<file path="src/rtl/reset_seq.sv">
// reset_seq: synchronised reset release with hold period and staggered per-channel deassertion.
module reset_seq #(
   parameter int SYNC_STAGES = 3,
   parameter int NUM_CH      = 4,
   parameter int HOLD_CYCLES = 16,
   parameter int STAGGER     = 4
) (
   input  logic              clk,
   input  logic              arst_n,
   input  logic              sw_rst_req,
   output logic [NUM_CH-1:0] rst,
   output logic              rst_done,
   output logic              last_cause
);
   localparam int HW = $clog2(HOLD_CYCLES) + 1;
   localparam int SW = $clog2(STAGGER) + 1;
   typedef enum logic [1:0] {SYNC, HOLD, RELEASE, RUN} state_t;
   state_t state, state_nx;
   logic [SYNC_STAGES-1:0] sync;
   logic [HW-1:0] hcnt, hcnt_nx;
   logic [SW-1:0] scnt, scnt_nx;
   logic [NUM_CH-1:0] rst_nx, rst_sh;
   logic done_nx, cause_nx;
   assign rst_sh = rst << 1;
   always_ff @(posedge clk or negedge arst_n)
      if (!arst_n) sync <= '1;
      else sync <= {sync[SYNC_STAGES-2:0], 1'b0};
   // HOLD is entered on the edge that clears the last synchroniser stage
   always_comb begin
      state_nx = state;
      hcnt_nx  = hcnt;
      scnt_nx  = scnt;
      rst_nx   = rst;
      done_nx  = rst_done;
      cause_nx = last_cause;
      if (state == SYNC) begin
         if (sync == {1'b1, {(SYNC_STAGES-1){1'b0}}}) begin
            state_nx = HOLD;
            hcnt_nx  = '0;
         end
      end else if (sw_rst_req) begin
         state_nx = HOLD;
         hcnt_nx  = '0;
         scnt_nx  = '0;
         rst_nx   = '1;
         done_nx  = 1'b0;
         cause_nx = 1'b1;
      end else if (state == HOLD) begin
         hcnt_nx = hcnt + 1'b1;
         if (hcnt == HW'(HOLD_CYCLES - 1)) begin
            rst_nx   = rst_sh;
            scnt_nx  = '0;
            done_nx  = (rst_sh == '0);
            state_nx = (rst_sh == '0) ? RUN : RELEASE;
         end
      end else if (state == RELEASE) begin
         scnt_nx = scnt + 1'b1;
         if (scnt == SW'(STAGGER - 1)) begin
            rst_nx   = rst_sh;
            scnt_nx  = '0;
            done_nx  = (rst_sh == '0);
            state_nx = (rst_sh == '0) ? RUN : RELEASE;
         end
      end
   end
   always_ff @(posedge clk or negedge arst_n)
      if (!arst_n) begin
         state      <= SYNC;
         hcnt       <= '0;
         scnt       <= '0;
         rst        <= '1;
         rst_done   <= 1'b0;
         last_cause <= 1'b0;
      end else begin
         state      <= state_nx;
         hcnt       <= hcnt_nx;
         scnt       <= scnt_nx;
         rst        <= rst_nx;
         rst_done   <= done_nx;
         last_cause <= cause_nx;
      end
endmodule

</file>
<file path="config.mk">
export PLATFORM = sky130hd
export DESIGN_NAME = reset_seq
export DESIGN_NICKNAME = d
export VERILOG_FILES = /design/src/rtl/reset_seq.sv
export SDC_FILE = /design/constraint.sdc
export NUM_CORES = 1
export LEC_CHECK = 0
export BUFFER_PORTS_ARGS = -buffer_cell sky130_fd_sc_hd__buf_2
export CAP_MARGIN = 20
export CELL_PAD_IN_SITES_DETAIL_PLACEMENT = 0
export CELL_PAD_IN_SITES_GLOBAL_PLACEMENT = 2
export CORE_ASPECT_RATIO = 1.4
export CORE_MARGIN = 3
export CORE_UTILIZATION = 38
export CTS_CLUSTER_DIAMETER = 200
export CTS_CLUSTER_SIZE = 10
export DETAILED_ROUTE_END_ITERATION = 10
export GPL_TIMING_DRIVEN = 0
export PLACE_DENSITY = 0.83
export SYNTH_ARGS = -nofsm -noshare
export SYNTH_HDL_FRONTEND = slang
export SYNTH_SLANG_ARGS = --single-unit
</file>
<file path="constraint.sdc">
create_clock -name clk -period 2.6 [get_ports clk]
set_clock_uncertainty 0.2 [all_clocks]
set_input_delay 0 -clock clk [delete_from_list [all_inputs] [get_ports clk]]
set_output_delay 0 -clock clk [all_outputs]
set_load 0.02 [all_outputs]
</file>
### After elaboration in Yosys (flattened, before gate mapping)

Index checks and enable logic that the tools add are counted.

| operators by class | value |
|---|---|
| $add $sub $neg | 2 |
| multiply operators | 0 |
| div/mod/pow operators | 0 |
| order comparisons | 0 |
| equal/unequal tests | 8 |
| shift-type cells | 0 |
| muxes and demuxes | 27 |
| bitwise operators | 1 |
| reductions and logical operators | 12 |

Operators by type and width:

| kind | count |
|---|---|
| 2-to-1 mux 4 bit | 5 |
| 2-to-1 mux 5 bit | 4 |
| 2-to-1 mux 3 bit | 5 |
| 2-to-1 mux 2 bit | 7 |
| nonzero test 3 bit | 3 |
| AND reduction 4 bit | 2 |
| nonzero test 4 bit | 2 |
| 2-to-1 mux 1 bit | 6 |
| adder 5 x 1 -> 5 bit (second input constant) | 1 |
| equality test 5 x 4 -> 1 bit (second input constant) | 1 |
| zero test 4 bit | 1 |
| != test 4 x 3 -> 1 bit (second input constant) | 1 |
| AND reduction 2 bit | 2 |
| adder 3 x 1 -> 3 bit (second input constant) | 1 |
| equality test 3 x 2 -> 1 bit (second input constant) | 1 |
| equality test 3 bit (second input constant) | 1 |
| != test 3 x 2 -> 1 bit (second input constant) | 1 |
| AND reduction 3 bit | 1 |
| equality test 2 x 1 -> 1 bit (second input constant) | 1 |
| equality test 2 bit (second input constant) | 1 |
| zero test 2 bit | 1 |
| != test 2 x 1 -> 1 bit (second input constant) | 1 |
| NOT 1 bit | 1 |

| word-level totals | value |
|---|---|
| register bits | 19 |
| bits in latches | 0 |
| bits in writable memories | 0 |
| bits in read-only memories | 0 |
| output and inout bits | 6 |
| logic and storage cells | 57 |
| memories kept | 0 |

### Logic depth before layout (Yosys ltp)

| depth | value |
|---|---|
| depth after elaboration | 7 |
| depth in mapped cells | 6 |
| gate-level depth less buffers | 6 |

### Least setup slack after synthesis

OpenSTA, ideal clock, no wires.

| timing | value |
|---|---|
| path type | register -> register |
| start | register hcnt[0] |
| end | register rst_done |
| arrival | 1.619 ns |
| data required time | 2.275 ns |
| setup slack | 0.656 ns |
| stages on the path, launching flop included | 7 |
| path buffers | 0 |
| period minus slack after synthesis | 1.944 ns |
| path through | dfrtp_1 > ha_1 > and3_1 > ha_1 > mux2i_1 > a221oi_4 > mux2_4 |

| between the ends | value |
|---|---|
| cells in the longest elaborated chain, start to end | 3 |

RTL lines:

| element | RTL line | text |
|---|---|---|
| from (decl) | 20 | `logic [HW-1:0] hcnt, hcnt_nx;` |
| from (signal assigned) | 76 | `hcnt <= hcnt_nx;` |
| equality test 5 x 4 -> 1 bit | 50 | `if (hcnt == HW'(HOLD_CYCLES - 1)) begin` |
| != test 3 x 2 -> 1 bit (no line) | - |  |
| AND reduction 4 bit (no line) | - |  |
| to (signal assigned) | 79 | `rst_done <= done_nx;` |
| to (decl) | 12 | `output logic rst_done,` |

No other way between the ends.
A chain may end at the register's enable or synchronous reset.

### Worst setup path in the final report

Ends and elaborated chain as after synthesis.

==> reports/results.txt <==
Area of the multi-input gates: 433 µm²
H-tree depth: 1
LEAKAGE: 0.550 nW
PnR worst setup slack: 0.465 ns
CP Capture Point: rst_done
RSZ-0062 raised after global routing: no
Initial DRC Count: 12
Register area share after synthesis: 49.3%
CTS Sinks: 19
Internal reg-to-reg setup slack: 0.47 ns
Synth Warn #: 0
All-Layer GR Usage: 12.8%
Worst Path Max Fanout: 5
Syn Nets: 96
Clock Tree Root: clkbuf_4
Wirelength, routed: 1740 µm
Vias in the first global route: 734
Hold/Removal Path Class: primary input to async pin
Layout cells sized above 1: 28.4%
Later-pin clock latency in the skew report: 0.30 ns
Ports: 9
Reg2reg start: hcnt[0]
Register Area: 484 µm²
Fmax: 468 MHz
Reg2reg path depth: 6
Final Hold Viols: 0
Mapped Cells: 87
Reg-to-Reg End: rst_done
Worst VDD drop: 0.000380 V
Filler instances: 255
Post-route DRC: 0
Layout Nets: 112
Syn Std Cell Area: 982 µm²
DP Wirelength: 1250 µm
Number of distinct library cells after synthesis: 35
Relative slew slack: 60.1%
Drt via density: 5.04
Setup TNS: 0 ns
Final Util: 46.4%
Worst slack at placement: 0.470 ns
Power per cell area: 466 mW/mm²
Final Setup Violations: 0
DR WL/cell: 12.8 µm
Total of flip-flops plus latches after synthesis: 19
Fin crit share: 82.1%
Avg Inst Size Synth: 11.3 µm²
DR pass1 iterations: 4
Dpl cell area: 0.00106 mm²
Fin crit period: 2.13 ns
Vias: 685
Cell area after layout: 0.00112 mm²
Final Max Slew Viols: 0
Initial antenna violation count: 0
Status: completed
Post-route ant nets: 0
GP Congestion: 0.761
Largest net degree at the start of global routing: 13
Clk slew on worst S/H paths: 0.11 ns
N_diodes: 0
Core area: 0.00242 mm²
Die area: 0.00324 mm²
Area Growth Syn to Fin: 14.3%
Die extent in y: 66.2 µm
CP Launch Type: register
Row count: 21
Max Root-Sink Buffers: 2
Worst slew pin tran: 0.597 ns
Origin of the worst setup path: hcnt[0]
PostCTS Resize Cnt: 0
WP data required: 2.60 ns
CP arrival: 2.13 ns
Max Cap Viol: 0
First-pass GRT wire length: 3150 µm
Final hold slack: 0.0574 ns
Die width: 49.0 µm
Total congestion overflow: 0
Initial Utilization: 40.6%
I/O Buffers: 8
CP Class: register to register
CTS tree: yes
CP endpoint kind: register
Cts bufs inserted: 3
logic make-up after synthesis:
group	Yosys count	share of synthesized area, %
compound gates	15	12.4
fa+ha+maj	6	7.64
buf+inv	13	6.62
flops	19	49.3
mux	9	9.81
other cells	1	0.382
simple gates	24	13.9
per-stage QoR:
| stage | instances | power, mW |
|---|---|---|
| after global routing | 136 | 0.551 |
| after floorplan | 87 | 0.354 |
| after CTS | 136 | 0.529 |
| after global placement | 129 | 0.371 |
| final | 136 | 0.522 |
| after detailed placement | 129 | 0.373 |
power by group:
part	total [mW]	internal, mW	switching [mW]
sequential	0.319	0.311	0.00763
clock	0.152	0.0574	0.0946
combinational	0.0517	0.0214	0.0304
total	0.522	0.390	0.133
how the worst min path moves through the flow:
| stage | cells past startpoint | end | startpoint | slack, ns |
|---|---|---|---|---|
| 2_1_floorplan | 0 | hcnt[0] | arst_n | -0.50 |
| 3_3_place_gp | 1 | rst_done | arst_n | -0.24 |
| 3_5_place_dp | 1 | rst_done | arst_n | -0.23 |
| 4_1_cts | 2 | rst[3] | arst_n | 0.06 |
| 5_1_grt | 2 | rst[3] | arst_n | 0.08 |
| 6_report | 2 | rst[3] | arst_n | 0.06 |
cells in the mapped netlist:
| library cell | count | share of area (%) |
|---|---|---|
| dfstp_2 | 7 | 19 |
| nor3_1 | 1 | 0.51 |
| or3_2 | 1 | 0.76 |
| mux2_4 | 1 | 1.5 |
| mux2_2 | 1 | 1.1 |
| o21ai_0 | 2 | 1.0 |
| a21oi_1 | 3 | 1.5 |
| dfrtp_1 | 12 | 31 |
| nand2b_1 | 3 | 1.9 |
| nand4bb_1 | 1 | 1.1 |
| a21boi_0 | 2 | 1.5 |
| nand4_1 | 1 | 0.64 |
| or3b_1 | 1 | 0.89 |
| nor2_2 | 1 | 0.64 |
| conb_1 | 1 | 0.38 |
| and3_1 | 1 | 0.64 |
| buf_2 | 1 | 0.51 |
| inv_2 | 1 | 0.38 |
| ha_1 | 6 | 7.6 |
| o21bai_1 | 1 | 0.76 |
| nand3_1 | 4 | 2.0 |
| a32o_1 | 1 | 1.0 |
| nor4_1 | 1 | 0.64 |
| o22ai_1 | 1 | 0.64 |
| buf_6 | 2 | 2.3 |
| and3_2 | 1 | 0.76 |
| a22oi_1 | 2 | 1.5 |
| nor2_1 | 5 | 1.9 |
| or3_1 | 1 | 0.64 |
| mux2i_1 | 7 | 7.1 |
| a22o_1 | 1 | 0.89 |
| inv_1 | 9 | 3.4 |
| a221oi_4 | 1 | 2.7 |
| a21o_1 | 1 | 0.76 |
| nand2_1 | 2 | 0.76 |
repair_timing:
action                                  CTS  global route
hold endpoints to repair                 27             0
hold buffers                              3             0
endpoints found under the setup margin    0             0
setup buffers                             0             0
final cells by class:
type                       count  area share, %
tap                           34           3.79
multi-input combinational     55           38.6
inverter                      10           3.34
buffer                         3           2.45
timing repair buffer          11           6.24
sequential                    19           43.1
clock inverter                 1          0.446
clock buffer                   3           2.01
cell usage in the layout (no fill, tap or decap), types with 2 or more instances in the layout:
cell / n
a21boi_0: 2
a21oi_1: 3
a22oi_1: 2
buf_2: 9
buf_6: 2
clkbuf_4: 3
dfrtp_1: 12
dfstp_2: 7
dlygate4sd3_1: 3
ha_1: 6
inv_1: 9
mux2i_1: 7
nand2_1: 2
nand2b_1: 3
nand3_1: 4
nor2_1: 5
o21ai_0: 2
per-layer routing:
metal	global-route usage [%]	wire [µm]
met1	13.4	728
met2	23.6	920
met3	2.93	51
met4	6.41	39
met5	0	0
registers in the layout (all words and copies together), names as in the netlist:
name        count
rst_done        1
scnt            3
rst             4
hcnt            5
sync            3
state           2
last_cause      1
worst max-delay path: stages, from the launching register on:
cell and delay [ns]:
dfrtp_1 0.40, ha_1 0.20, and3_1 0.16, ha_1 0.17, mux2i_1 0.13, a221oi_4 0.42
mux2_4 0.33
(Power assumes the default switching activity.)
